File: src/rtl/int_ctrl.sv
// Interrupt controller for the c16 CPU: captures vblank/timer/key/snd events as
// pending bits, arbitrates by fixed priority and runs the trig/ack/done handshake.
module int_ctrl #(
    parameter int TIMER_W     = 16,
    parameter int SYNC_STAGES = 2
) (
    input  logic        clk,
    input  logic        resetn,
    input  logic        cfg_wen,
    input  logic [1:0]  cfg_addr,
    input  logic [15:0] cfg_val,
    input  logic        vblank,
    input  logic [3:0]  key,
    input  logic        snd_empty,
    input  logic        int_ack,
    input  logic        int_done,
    output logic        int_trig,
    output logic [1:0]  int_cause,
    output logic [3:0]  pending,
    output logic        busy
);

    typedef enum logic [1:0] {IDLE, REQ, SVC} state_t;

    state_t                         state, state_nxt;
    logic [3:0]                     mask;
    logic [TIMER_W-1:0]             reload, cnt;
    logic                           tmr_en, tmr_run, tmr_evt;
    logic [SYNC_STAGES-1:0][3:0]    key_sync;
    logic [3:0]                     key_q;
    logic                           vb_q;
    logic [3:0]                     evt, clr, masked, ack_mask;
    logic [1:0]                     winner, cause_nxt;
    logic                           ack_clr;

    assign tmr_run  = tmr_en && (reload != '0);
    assign tmr_evt  = tmr_run && (cnt == '0);
    assign masked   = pending & mask;
    assign ack_mask = 4'b0001 << int_cause;

    // Key press is a 1->0 transition at the output of the synchronizer.
    assign evt = {snd_empty,
                  |(key_q & ~key_sync[SYNC_STAGES-1]),
                  tmr_evt,
                  vblank & ~vb_q};

    assign clr = ({4{cfg_wen && cfg_addr == 2'd2}} & cfg_val[3:0])
               | (ack_clr ? ack_mask : 4'b0000);

    always_ff @(posedge clk) begin
        if (!resetn) begin
            key_sync <= '0;
            key_q    <= '0;
            vb_q     <= 1'b0;
        end else begin
            key_sync[0] <= key;
            for (int i = 1; i < SYNC_STAGES; i++) key_sync[i] <= key_sync[i-1];
            key_q <= key_sync[SYNC_STAGES-1];
            vb_q  <= vblank;
        end
    end

    always_ff @(posedge clk) begin
        if (!resetn) begin
            mask   <= '0;
            reload <= '0;
            tmr_en <= 1'b0;
        end else if (cfg_wen) begin
            case (cfg_addr)
                2'd0:    mask   <= cfg_val[3:0];
                2'd1:    reload <= cfg_val[TIMER_W-1:0];
                2'd3:    tmr_en <= cfg_val[0];
                default: ;
            endcase
        end
    end

    // Counts reload..0 then reloads, giving a period of reload+1 clocks.
    always_ff @(posedge clk) begin
        if (!resetn)
            cnt <= '0;
        else if (cfg_wen && cfg_addr == 2'd1)
            cnt <= cfg_val[TIMER_W-1:0];
        else if (tmr_run)
            cnt <= (cnt == '0) ? reload : cnt - TIMER_W'(1);
    end

    // A set in the same cycle as a clear wins.
    always_ff @(posedge clk) begin
        if (!resetn) pending <= '0;
        else         pending <= (pending & ~clr) | evt;
    end

    always_comb begin
        winner = 2'd0;
        if      (masked[0]) winner = 2'd0;
        else if (masked[1]) winner = 2'd1;
        else if (masked[2]) winner = 2'd2;
        else if (masked[3]) winner = 2'd3;
    end

    always_ff @(posedge clk) begin
        if (!resetn) begin
            state     <= IDLE;
            int_cause <= 2'd0;
        end else begin
            state     <= state_nxt;
            int_cause <= cause_nxt;
        end
    end

    always_comb begin
        state_nxt = state;
        cause_nxt = int_cause;
        ack_clr   = 1'b0;
        case (state)
            IDLE: if (|masked) begin
                cause_nxt = winner;
                state_nxt = REQ;
            end
            REQ: if (int_ack) begin
                ack_clr   = 1'b1;
                state_nxt = SVC;
            end else if (!masked[int_cause]) begin
                state_nxt = IDLE;
            end
            SVC: if (int_done) state_nxt = IDLE;
            default: state_nxt = IDLE;
        endcase
    end

    assign int_trig = (state == REQ);
    assign busy     = (state == SVC);

endmodule

File: config.mk
export PLATFORM = sky130hd
export DESIGN_NAME = int_ctrl
export DESIGN_NICKNAME = d
export VERILOG_FILES = /design/src/rtl/int_ctrl.sv
export SDC_FILE = /design/constraint.sdc
export NUM_CORES = 1
export LEC_CHECK = 0
export ABC_AREA = 1
export CORE_UTILIZATION = 50
export CTS_CLUSTER_DIAMETER = 30
export DETAILED_ROUTE_END_ITERATION = 16
export DONT_BUFFER_PORTS = 1
export GPL_TIMING_DRIVEN = 0
export HOLD_SLACK_MARGIN = 0.15
export SYNTH_ARGS = -nofsm -noshare
export SYNTH_HDL_FRONTEND = slang
export SYNTH_SLANG_ARGS = --single-unit
File: constraint.sdc
create_clock -name clk -period 1.63 [get_ports clk]
set_input_delay 0.326 -clock clk [delete_from_list [all_inputs] [get_ports clk]]
set_output_delay 0.326 -clock clk [all_outputs]
set_load 0.01 [all_outputs]
* Word-level counts from Yosys, hierarchy flattened
Cells that the tools add are included. W data, S select, Z words.
Word-level totals: register bits 58, output and inout port bits 8, word-level logic and storage cells 65
Cells by class: add/subtract/negate cells 1, $lt $le $gt $ge 1, equal/unequal tests 8, shift operators 1, mux-type cells 17, bitwise gates (word level) 10, reductions and logical operators 16
Operator list (count):
- $mux W16 | 3
- $and A4 B4 Y4 | 4
- $logic_not A16 Y1 | 1
- $mux W2 | 8
- $reduce_bool A16 Y1 | 1
- $sub A16 B1 Y16 const B | 1
- $not A4 Y4 | 2
- $or A4 B4 Y4 | 2
- $reduce_and A2 Y1 | 4
- $reduce_or A4 Y1 | 2
- $eq A2 B2 Y1 const B | 3
- $pmux W2 S3 | 1
- $eq A2 B1 Y1 const B | 2
- $logic_and A1 B1 Y1 | 4
- $logic_not A2 Y1 | 2
- $mux W4 | 1
- $ne A2 B2 Y1 const B | 2
- $shl A1 B2 Y4 const A | 1
- $lt A2 B3 Y1 const B | 1
- $mux W1 | 3
- $ne A3 B3 Y1 const B | 1
- $reduce_and A3 Y1 | 1
- $bmux W1 S2 | 1
- $reduce_bool A2 Y1 | 1
- other kinds (2) | 2

* Longest topological paths before layout
Gate-level depths: netlist of the first run.
depth in word-level cells 7, mapped depth 11, depth with buffers taken out 11

* Worst setup path after synthesis of the first run
No wires, ideal clock.
path kind reg-to-reg, from register cnt[0], to register cnt[8], arrival time 1.337 ns, path slack 0.171 ns, stages on the path, launching flop included 11, buffers on the path 1, period minus slack after synthesis 1.459 ns, cell sequence dfxtp_1 > inv_1 > ha_1 > nand2_1 > nor2_4 > nand2_4 > nand2_4 > buf_6 > nand2_2 > o21ai_2 > a21oi_2
Between the ends: word-level cells in the longest chain between the ends 4, elaborated cells on any way between the ends 5, those cells by class 1 x add/sub; 3 x mux; 1 x reduce/logical
Ends and longest elaborated chain:
- from (decl) | line 27 | logic [TIMER_W-1:0] reload, cnt;
- from (signal assigned) | line 83 | cnt <= cfg_val[TIMER_W-1:0];
- from (signal assigned) | line 85 | cnt <= (cnt == '0) ? reload : cnt - TIMER_W'(1);
- $sub A16 B1 Y16 / $logic_not A16 Y1 (equally long branches) | line 85
- $mux W16 * | line 85
- $mux W16 * | line 84 | else if (tmr_run)
- $mux W16 * | line 82 | else if (cfg_wen && cfg_addr == 2'd1)
Every way passes the cells marked *; elsewhere a longest branch is shown, timed or not. The select of a mux whose other input is x is not followed. A chain may end at the register's enable or synchronous reset.

* Worst setup path after layout of the first run
from register cnt[0], to register cnt[6]
Same word-level chain as after synthesis.

==> impl_summary.md, run 1 <==
Power
The power density over the cells is 1150 mW/mm^2. Overall power consumption after layout is estimated at 4030 uW. Across the VDD grid, the largest voltage drop is 0.727 mV. The leakage power summed over all cells is 0.00175 uW.

Timing
The highest clock frequency the design can meet is 622 MHz. Setup violations remaining at the end of the flow were counted as 0. The total count of hold-check failures in the final report is 0. The normalized max-slew margin is approximately 60%. The transition time at the pin with the least slew margin is 0.584 ns. Setup repair after global routing could not meet its margin everywhere. The max-slew violation count is 0. The final worst clock skew is 0.0113 ns. The worst slack on hold paths is 0.159 ns.

The final worst-path cycle share is a little over nine tenths. Adding up every negative setup slack in the final design gives 0 ns. The time the final worst path needs with I/O delays and setup is 1.61 ns.

Synthesis
The total of warnings raised by yosys is 0. The post-synthesis cell type count is 32. Synthesis inferred 58 register bits. The share of synthesized flip-flops with an asynchronous set or reset is 0%. The cell area after synthesis is 0.00297 sq mm.

The number of nets in the synthesized netlist is 487. The post-synthesis sequential area ratio is 39.0%. Each instance of the synthesized netlist takes up on average ~6.5 sq um. Synthesis handed over a netlist of between 400 and 500 instances. Counting flops with a built-in enable in the synthesized netlist gives 0. Among all flip-flop cells after synthesis, the most frequent one is sky130_fd_sc_hd__dfxtp_1.

Clock tree
The CTS tree is yes. Clock tree synthesis inserted a total of 9 buffers. The clock tree buffer depth is 2. The master cell of the clock root buffer is sky130_fd_sc_hd__clkbuf_8. The clock-pin slew reported for the worst setup and hold paths after clock tree synthesis is 0.07 ns.

Clock latency on the worst-skew pair, taken at its later pin, is 0.35 ns. The H-tree was split into 3 levels. The number of sinks driven by the clock tree is 58.

Route
The highest metal layer with signal wires is met4. The met1 wire length is 3320 um. The detailed router placed ~3000 vias in this run.

Once detail routing completed, the nets flagged for antenna violations numbered 0. The initial detailed-routing violation count is 131. The first TritonRoute pass finished after 4 iterations.

In the routed layout, each cell is associated on average with a via count of about 5.2. The routed length on met2 is about 4000 um. The total detailed-routing wirelength is 7840 um.

The routed wirelength normalized by instance count is 13.9 um. The routed design uses 326 um of met3 wire. In the routed design, unresolved DRC markers number 0.

Cells and area
After the last flow step, the layout net total stands at 519. Counting the fill cells in the layout gives 545. The repair_antennas step left the layout with diodes totalling 0. The final cell count without fillers is 565. The share of cells above drive strength 1 is 11.0%. The post-synthesis to final-layout area growth is 17.4%.

Setup path
The worst setup path is launched from a register. The startpoint of the worst setup timing path is cnt[0]. In this run the critical register-to-register path is launched from cnt[0]. The setup check on the worst reg-to-reg path leaves a slack of 0.02 ns.

The endpoint of the worst-slack reg-to-reg timing path is cnt[6]. For the worst setup path, the data required time is 1.91 ns. The setup path with the least slack is of type reg2reg.

For the worst setup path, the data arrival time is roughly 1.9 ns. Of all nets on the critical path, the largest fanout is 7. The endpoint class of the critical path is a register.

Measured in cells, the most critical reg-to-reg path has a length of 7.

Global route
The total overflow left after global routing is 0. Entering global routing, the biggest net connects 11 pins. The wire length of the first global-routing pass is 12700 um. The via count of the first global-routing pass came to 2859.

The initial antenna violation count is 0. The all-layer global routing usage is between 20% and 30%.

Status
The run finished with clean final reports.

Die
The initial core utilization is a little over half. The floorplan step defined a core boundary enclosing 0.00561 sq mm. The number of placement rows is 27. The floorplan step set the die width to approximately 79 um. The die height is around 80 um. The count of pins on the block boundary is 37. The die covers 0.00626 sq mm.

Min path
In this run the worst hold path is classified as in2reg. The worst hold path cell count is 2. The worst hold path begins at cfg_val[9]. The path with the worst hold slack has its endpoint at reload[9].

Placement
The number of buffer cells added on primary ports is 0. Summed over all nets, the half-perimeter wirelength after detailed placement is between 5000 and 6000 um. The routability-driven placement congestion ratio is 0.867. The placed instance count is 528.

Flow run
Max-cap violations in this run came to 0.
-- per-layer routing --
| layer | vias to the layer above | track usage, % |
|---|---|---|
| met5 | - | 0 |
| met4 | 0 | 13.3 |
| met3 | 13 | 5.29 |
| met2 | 57 | 50.3 |
| met1 | 1327 | 28.8 |
| li1 | 1516 | - |
-- power breakdown --
part	switching (uW)	internal, uW
Combinational	666	398
Clock	596	781
Sequential	85.7	1500
-- area by class of cell --
type / count / area (sq um) / share of cell area (%)
multi-input cells: 332 / 1560 / 44.7
plain buffers: 12 / 66.3 / 1.90
flip-flops and latches: 58 / 1160 / 33.3
clock buffers: 11 / 151 / 4.34
inverters: 54 / 205 / 5.88
clock inverters: 5 / 52.6 / 1.50
well taps: 72 / 90.1 / 2.58
repair buffers: 21 / 203 / 5.80
-- synthesized netlist by cell type, types with 2 or more instances --
library cell,instances,area share [%]
sky130_fd_sc_hd__nand2_1,139,18
sky130_fd_sc_hd__nor2_1,60,7.6
sky130_fd_sc_hd__a21oi_2,2,0.59
sky130_fd_sc_hd__ha_1,2,0.84
sky130_fd_sc_hd__buf_4,2,0.50
sky130_fd_sc_hd__inv_1,53,6.7
sky130_fd_sc_hd__nand2_2,3,0.63
sky130_fd_sc_hd__a21oi_1,33,5.6
sky130_fd_sc_hd__clkbuf_1,6,0.76
sky130_fd_sc_hd__nor2_4,3,1.1
sky130_fd_sc_hd__nand2_4,3,1.1
sky130_fd_sc_hd__nor3_1,4,0.67
sky130_fd_sc_hd__buf_2,3,0.50
sky130_fd_sc_hd__nand3_1,36,6.1
sky130_fd_sc_hd__dfxtp_1,58,39
sky130_fd_sc_hd__o21ai_0,22,3.7
sky130_fd_sc_hd__o22ai_1,2,0.42
sky130_fd_sc_hd__nand3_2,2,0.67
sky130_fd_sc_hd__nand3b_1,5,1.3
sky130_fd_sc_hd__nand4_1,4,0.84
sky130_fd_sc_hd__nor2_2,3,0.63
-- timing repair --
action / CTS / global route
setup endpoints to repair: 11 / 14
resized for setup: 2 / 17
hold buffers: 18 / 0
pin swaps: 3 / 2
buffers inserted: 0 / 3
cloned: 0 / 0
endpoints found under the hold margin: 18 / 0
-- worst max path at each step --
stage / endpoint / cells past startpoint / slack, ns
3_3_place_gp: cnt[11] / 10 / -0.09
3_5_place_dp: cnt[13] / 10 / -0.09
4_1_cts: cnt[11] / 10 / 0.02
2_1_floorplan: cnt[8] / 10 / 0.17
5_1_grt: cnt[6] / 7 / -0.02
6_report: cnt[6] / 7 / 0.02
-- logic make-up after synthesis --
logic type                 count (synthesis)  share of synthesized area [%]
and+or+nand+nor                          265                           39.3
buffers and inverters                     66                           8.96
AOI/OAI and AO/OA                         64                           11.6
DFF                                       58                           39.0
adders and majority gates                  2                          0.841
xor gates and xnor gates                   1                          0.295
-- metrics by stage --
step           worst slack [ns]  util, %  cell area [sq um]
6_report                 0.0225     62.3               3490
5_1_grt                 -0.0195     62.3               3490
4_1_cts                  0.0166     61.5               3450
3_5_place_dp            -0.0874     54.6               3060
3_3_place_gp            -0.0935     54.6               3060
2_1_floorplan             0.171        -               2970
-- state kept, by name (all words and copies together) (netlist names) --
register	flops
cnt	16
int_cause	2
key_q	4
key_sync	8
mask	4
pending	4
reload	16
state	2
tmr_en	1
vb_q	1
-- cells in the final DEF, fill, tap and decap left out, types with 2 or more instances in the layout --
master                          instances
sky130_fd_sc_hd__nand3_2                2
sky130_fd_sc_hd__buf_4                  6
sky130_fd_sc_hd__a21oi_1               33
sky130_fd_sc_hd__o21ai_1                7
sky130_fd_sc_hd__o21ai_0               15
sky130_fd_sc_hd__nand3b_1               5
sky130_fd_sc_hd__dfxtp_1               57
sky130_fd_sc_hd__nand3_1               36
sky130_fd_sc_hd__nor2_2                 7
sky130_fd_sc_hd__inv_2                  2
sky130_fd_sc_hd__o22ai_1                2
sky130_fd_sc_hd__clkbuf_1               6
sky130_fd_sc_hd__nand2_2                4
sky130_fd_sc_hd__nand2_4                3
sky130_fd_sc_hd__nor2_1                56
sky130_fd_sc_hd__nor2_4                 3
sky130_fd_sc_hd__inv_1                 51
sky130_fd_sc_hd__dlygate4sd3_1         18
sky130_fd_sc_hd__clkinv_2               3
sky130_fd_sc_hd__clkbuf_8              11
sky130_fd_sc_hd__nor3_1                 4
sky130_fd_sc_hd__nand4_1                4
sky130_fd_sc_hd__nand2_1              138
sky130_fd_sc_hd__a21oi_2                2
sky130_fd_sc_hd__buf_2                  2
-- worst max-delay path, stage by stage (launching register included) --
cell	delay [ns]
sky130_fd_sc_hd__dfxtp_2	0.36
sky130_fd_sc_hd__inv_4	0.09
sky130_fd_sc_hd__ha_2	0.19
sky130_fd_sc_hd__inv_1	0.08
sky130_fd_sc_hd__or2_2	0.29
sky130_fd_sc_hd__o211ai_1	0.30
sky130_fd_sc_hd__nand2_1	0.10
sky130_fd_sc_hd__a21oi_1	0.14
Power figures use the tool's default switching activity.
==> inputs of run 2 (changes only) <==
--- a/config.mk
+++ b/config.mk
@@ -10,7 +10,7 @@
 export CTS_CLUSTER_DIAMETER = 30
 export DETAILED_ROUTE_END_ITERATION = 16
 export DONT_BUFFER_PORTS = 1
-export GPL_TIMING_DRIVEN = 0
+export GPL_TIMING_DRIVEN = 1
 export HOLD_SLACK_MARGIN = 0.15
 export SYNTH_ARGS = -nofsm -noshare
 export SYNTH_HDL_FRONTEND = slang
==> run 2 against run 1 <==
  * Register-to-register slack gained 0.08 ns
  * Combinational power up 9%
  * Maximum frequency up 5.2%
==> impl_summary.md, run 2 (same netlist as run 1, synthesis figures left out) <==
Status
The flow ran to the end, and the final reports show no timing, DRC or antenna violations.

Clock tree
The tree is rooted in a sky130_fd_sc_hd__clkbuf_8. The number of H-tree levels is 3. The clock tree buffer depth is 2.

The number of sinks driven by the clock tree is 58. The CTS buffer count is 9. TritonCTS built the clock tree. Clock-pin slew was measured on the worst setup and hold paths at around 0.07 ns. Clock latency on the worst-skew pair, taken at its later pin, is 0.33 ns.

Route
In the routed design, unresolved DRC markers number 0. After detailed routing, the number of vias per cell comes to 5.16. In the final routed layout, each cell accounts on average for roughly 14 um. The routed length on met3 is 330 um. The routed design uses 4110 um of met2 wire.

The highest metal layer with signal wires is met4. In the final routing, the length of wire on met1 measures 3290 um. Across all layers, the routed design uses between 2000 and 3000 vias. The remaining antenna violation count after routing is 0. In this run, the number of DRC markers left after iteration 0 of detailed routing was 200. The detailed-router iteration count before antenna repair is 4. Wires add up to roughly 7900 um.

Min path
The tightest min-delay check is of the in2reg type.

Die
The region available for standard cell placement spans 0.00561 sq mm. For this design the top-level I/O count stands at 37. The initial utilization of the core area, before any placement, comes to 53.0%. In this run the horizontal extent of the chip is roughly 80 um. The area enclosed by the die boundary is 0.00626 sq mm.

The floorplan step set the die height to 79.1 um. In this run the core area contains 27 standard-cell rows.

Setup path
The startpoint identified for the worst register-to-register timing path is cnt[4]. The startpoint of the worst setup timing path is cnt[4]. The critical path goes through nor2_2 -> nand2_2 -> nor2_8 -> nand2_4 -> buf_12 -> nand2_4 -> nand2_1 -> nand2_1 -> a21oi_1. The critical path endpoint is cnt[12]. The largest stage delay on the critical path is 0.36 ns. At the worst endpoint, the arrival time is 1.75 ns. Of all nets on the critical path, the largest fanout is 8. The endpoint of the worst-slack reg-to-reg timing path is cnt[12]. The critical path runs through a total of 9 cells.

The worst-case register-to-register setup slack is 0.10 ns. The worst setup path is launched from a register. Among all stages on the critical path, the largest delay is contributed by sky130_fd_sc_hd__dfxtp_1. The worst setup path is captured at a register.

The depth of the most critical reg-to-reg path is 9. The number of buffers and inverters on the critical path is 1. The kind of cell with the highest combined delay along the critical path is simple AND/OR/NAND/NOR gates.

Data on the critical path is required at its endpoint by 1.86 ns. The critical path is of the reg2reg type.

Global route
The largest net degree at the start of global routing is 28. The first global-routing pass estimated approximately 13000 um of wire. The initial antenna violation count was 0. The via count of the first global-routing pass was 2920.

Global routing used 27.6% of the available tracks across all layers. For this run the aggregate overflow at the end of global routing stands at 0.

Cells and area
Measured on the finished design, the core utilization comes to 64.9%. The post-route netlist has 13.8% of its cells at a drive strength greater than 1. The area growth from synthesis to layout is 22.3%. The number of antenna diodes is 0. The finished layout cell area is around 0.0036 sq mm.

The leading cell type in the layout, fill and taps excluded is sky130_fd_sc_hd__nand2_1. In the final layout, the registers with the most flip-flops are cnt (16), reload (16), key_sync (8). The filler cells instantiated in the layout total 559. The net count of the finished layout is around 530.

In the layout the commonest cells are sky130_fd_sc_hd__nand2_1 (137), sky130_fd_sc_hd__dfxtp_1 (57), sky130_fd_sc_hd__nor2_1 (56), sky130_fd_sc_hd__inv_1 (51), sky130_fd_sc_hd__nand3_1 (36).

Timing
Setup violations remaining at the end of the flow were counted as 0. The max-slew violation count is 0. The worst slack on hold paths is approximately 0.17 ns. Headroom to the max-slew limit came out at between 30% and 40%. The final worst-path cycle share is a little over nine tenths. The final worst clock skew is 0.00862 ns. The total count of hold-check failures in the final report came to 0.

For the pin with the worst max-slew slack, the measured transition is 0.979 ns. Timing would allow up to 654 MHz. The time the final worst path needs with I/O delays and setup is 1.53 ns.

Placement
The detailed placement HPWL is 5560 um. Input and output buffers added on the ports amount to 0. The routability-driven placement congestion ratio is 0.876. The placed instances occupy a cell area of 0.00311 sq mm.

Power
The largest voltage drop on the vdd net is 0.580 mV. The leakage power summed over all cells is 0.00183 uW. The design draws about 4300 uW. The power density over the cells is ~1200 mW/mm^2.

Flow run
The number of max-capacitance violations reported is 0.
==> run 2: per-layer routing <==
layer / global-route usage [%] / vias to the layer above
li1: - / 1523
met1: 29.1 / 1357
met2: 52.0 / 57
met3: 5.06 / 18
met4: 13.3 / 0
met5: 0 / -
==> run 2: cell type report <==
cell class,count,area (sq um),area share [%]
Clock inverter,4,72.6,2.00
Multi-Input combinational cell,333,1580,43.6
Clock buffer,12,165,4.54
Timing Repair Buffer,40,360,9.91
Tap cell,72,90.1,2.48
Sequential cell,58,1160,32.0
Inverter,54,203,5.57
==> run 2: where the power goes <==
| group | internal [uW] | switching [uW] | total, uW |
|---|---|---|---|
| combinational | 458 | 706 | 1160 |
| sequential | 1500 | 78.2 | 1580 |
| clock | 984 | 581 | 1560 |
==> run 2: metrics by stage <==
step                  TNS, ns  setup slack, ns  cells
floorplan                   0            0.171    456
global placement            0           0.0406    531
detailed placement   -0.00938         -0.00938    531
CTS                         0         0.000927    565
global route        -0.000108        -0.000108    573
finish                      0            0.102    573
==> run 2: how the worst min path moves through the flow <==
stage	slack (ns)	cells after the start	to	start
floorplan	0.39	2	key_sync[4]	key_sync[0]
global placement	0.39	2	key_sync[4]	key_sync[0]
detailed placement	0.40	2	key_sync[6]	key_sync[2]
CTS	0.15	2	reload[15]	cfg_val[15]
global route	0.16	2	reload[6]	cfg_val[6]
finish	0.17	2	reload[15]	cfg_val[15]
==> run 2: what timing repair did <==
item                                   4_1_cts  5_1_grt
resized for setup                            1       15
setup buffers                                0        7
gates cloned                                 0        1
setup endpoints to repair                    1       22
hold buffers                                18        0
endpoints found under the hold margin       35        0
pin swaps                                    0        4
==> inputs of run 3 (changes only) <==
--- a/config.mk
+++ b/config.mk
@@ -11,7 +11,6 @@
 export DETAILED_ROUTE_END_ITERATION = 16
 export DONT_BUFFER_PORTS = 1
 export GPL_TIMING_DRIVEN = 1
-export HOLD_SLACK_MARGIN = 0.15
 export SYNTH_ARGS = -nofsm -noshare
 export SYNTH_HDL_FRONTEND = slang
 export SYNTH_SLANG_ARGS = --single-unit
==> run 3 against run 2 <==
  * Via count fell by 4.5%
  * Count of clock-buffer cells in the layout did not move
  * Hold slack got worse by 0.072 ns
  * Wire length fell by 6.9%
  * Global-route usage fell by 1.5 points
  * Power fell by 2.2%
  * Die area did not move
  * Utilization fell by 3.7 points
  * Cell count fell by 3.3%
  * Setup slack improved by 0.025 ns
  * Sequential share of layout area rose by 1.9 points
  * Maximum frequency rose by 1.6%
  * Largest power group unchanged
  * Highest routed layer unchanged
==> impl_summary.md, run 3 (same netlist as run 1, synthesis figures left out) <==
Status
The flow ran to the end, and the final reports show no timing, DRC or antenna violations.

Clock tree
CTS built an H-tree with a depth of 3. The tree is rooted in a sky130_fd_sc_hd__clkbuf_8. The number of sinks driven by the clock tree is 58. The number of buffers inserted by hold repair at cts is 0.

The clock-pin slew reported for the worst setup and hold paths after clock tree synthesis is approximately 0.070 ns. The CTS tree is yes. The worst-skew pair later-pin latency is 0.33 ns.

Counting the buffers created by CTS gives 9. The clock tree buffer depth is 2.

Cells and area
The footprint of the multi-input gates is 0.00157 sq mm. The largest registers in the layout are cnt (16), reload (16), key_sync (8). Leaving out fill and tap cells, the most frequent cell in the layout is sky130_fd_sc_hd__nand2_1. The post-synthesis to final-layout area growth is 15.3%. The number of antenna diodes in the final layout is 0. The library cells used most frequently in the layout, excluding fill and tap cells, are sky130_fd_sc_hd__nand2_1 (137), sky130_fd_sc_hd__nor2_1 (57), sky130_fd_sc_hd__dfxtp_1 (57), sky130_fd_sc_hd__inv_1 (52), sky130_fd_sc_hd__nand3_1 (36). The finished layout holds 554 standard cells, fillers aside. The storage element area is 0.00116 sq mm. Once layout is complete, the utilization of the core stands at 61.1%. After the last flow step, the layout net total stands at 508. The share of cells above drive strength 1 is a little over an eighth. The number of fill cells is 577. The finished layout cell area is roughly 0.0034 sq mm.

Die
In this run the count of I/O pins placed on the die edge is 37. The region available for standard cell placement spans roughly 0.0056 sq mm. The floorplan step defined a die boundary enclosing 0.00626 sq mm.

The die width is 79.1 um. The number of placement rows is 27. Measured along the y axis, the die boundary spans 79.1 um.

Once the floorplan was initialized, standard cells occupied 53.0% of the core.

Timing
The max-slew violation count is 0. Setup repair after global routing left no endpoint under its margin. The final worst clock skew is 0.00925 ns. The transition time at the pin with the least slew margin is 0.491 ns. The worst pin sits at a relative slew slack of 67.0%. The final worst-path cycle share is 92.2%. The total count of hold-check failures in the final report is 0. For the final routed database, the setup TNS stands at 0 ns.

The highest clock frequency the design can meet is 665 MHz. Setup violations remaining at the end of the flow were counted as 0. For the finished layout, the period the worst path requires is 1.50 ns.

Setup path
The largest stage delay on the critical path is around 0.37 ns. The highest-delay cell along the critical path is sky130_fd_sc_hd__dfxtp_1. The buffer and inverter count on the worst path is 4. Of all nets on the critical path, the largest fanout is 4.

The endpoint class of the critical path is a register. The critical path class is reg2reg. The critical path data required time is 1.86 ns. Data on the critical path arrives at its endpoint at 1.73 ns. The signal on the critical path passes through inv_1 -> ha_2 -> nand2_1 -> nor2_4 -> buf_4 -> buf_4 -> nand3_1 -> nand2_1 -> nand2_1 -> nand3_1 -> nand2_1 -> inv_1.

By instance count, the cell type seen most on the critical path is sky130_fd_sc_hd__nand2_1. The startpoint class of the critical path is a register. On the critical path the largest part of the delay comes from simple AND/OR/NAND/NOR gates.

Min path
The class of the tightest hold or removal check is in2reg.

Global route
The total grt overflow is 0. The via count of the first global-routing pass is 2781. The initial antenna violation count came to 0. The wire length of the first global-routing pass is 12400 um.

The largest net degree at the start of global routing is 37. The all-layer global routing usage is a little over a quarter.

Placement
The placed instance count is ~530. Detailed placement finished with a half-perimeter wire length of 5560 um. The congestion estimate from routability-driven global placement came to 0.876. Summing all placed instances gives a cell area of 0.00311 sq mm.

Port buffering added 0 buffers.

Route
The detailed router placed roughly 2800 vias in this run. The final routed DRC violation total is 0. The first detailed-routing pass took 4 iterations. The total detailed-routing wirelength is 7390 um. Dividing the detail-routed via count by the number of cells gives 5.09. The remaining antenna violation count after routing is 0. The initial detailed-routing violation count is 157. The routed wirelength normalized by instance count is roughly 13 um.

Power
The largest voltage drop on the vdd net is 0.706 mV. Overall power consumption after layout is estimated at 4210 uW. The leakage power summed over all cells is 0.00174 uW.

The power density over the cells is 1230 mW/mm^2.

Flow run
The tool flagged a number of max-cap violations equal to 0.
## run 3: cell count changes in the layout (fill, tap and decap cells not counted), sizes merged
| cell | change |
|---|---|
| dlygate4sd3 | -17 |
| nand2 | -1 |
| dlymetal6s4s | -1 |
## run 3: power breakdown
group	total, uW	leakage [uW]	switching, uW	internal, uW
registers	1580	0.000475	77.5	1500
clock network	1560	0.000119	572	983
logic	1080	0.00115	667	414
total	4210	0.00174	1320	2900
## run 3: cell type report
cell class	instances	area share [%]
clock inverters	4	2.12
well taps	72	2.63
clock buffers	12	4.82
repair buffers	22	4.82
inverters	54	5.91
multi-input cells	332	45.8
flip-flops and latches	58	33.9
## run 3: through the flow
step           setup WS (ns)  hold WS (ns)
3_3_place_gp          0.0406         0.393
4_1_cts              0.00612        0.0813
5_1_grt              0.00327        0.0890
2_1_floorplan          0.171         0.390
3_5_place_dp        -0.00938         0.395
6_report               0.127        0.0939
## run 3: final timing paths
path                             startpoint          end  slack, ns  cells after the start
worst max register to register       cnt[1]       cnt[3]       0.13                     12
worst min register to register  key_sync[2]  key_sync[6]       0.41                      2
worst max-delay path                 cnt[1]       cnt[3]       0.13                     12
worst min-delay path                 key[1]  key_sync[1]       0.09                      2
## run 3: worst reg2reg max path: cells and delay by family, from the launching register on
family,cells,cell delay [ns]
buffers and inverters,4,0.38
and+or+nand+nor,7,0.47
DFF,1,0.37
adders and majority gates,1,0.18
## run 3: metal layers
layer	track usage, %	vias up	share of wire (%)
li1	-	1484	-
met1	28.7	1268	42
met2	47.8	52	52
met3	4.48	17	3.2
met4	13.3	0	2.8
met5	0	-	0
## run 3: repair_timing
action | 4_1_cts | 5_1_grt
gates resized for setup | 1 | 12
pin swaps | 0 | 4
setup buffers | 0 | 7
endpoints found under the setup margin | 1 | 16
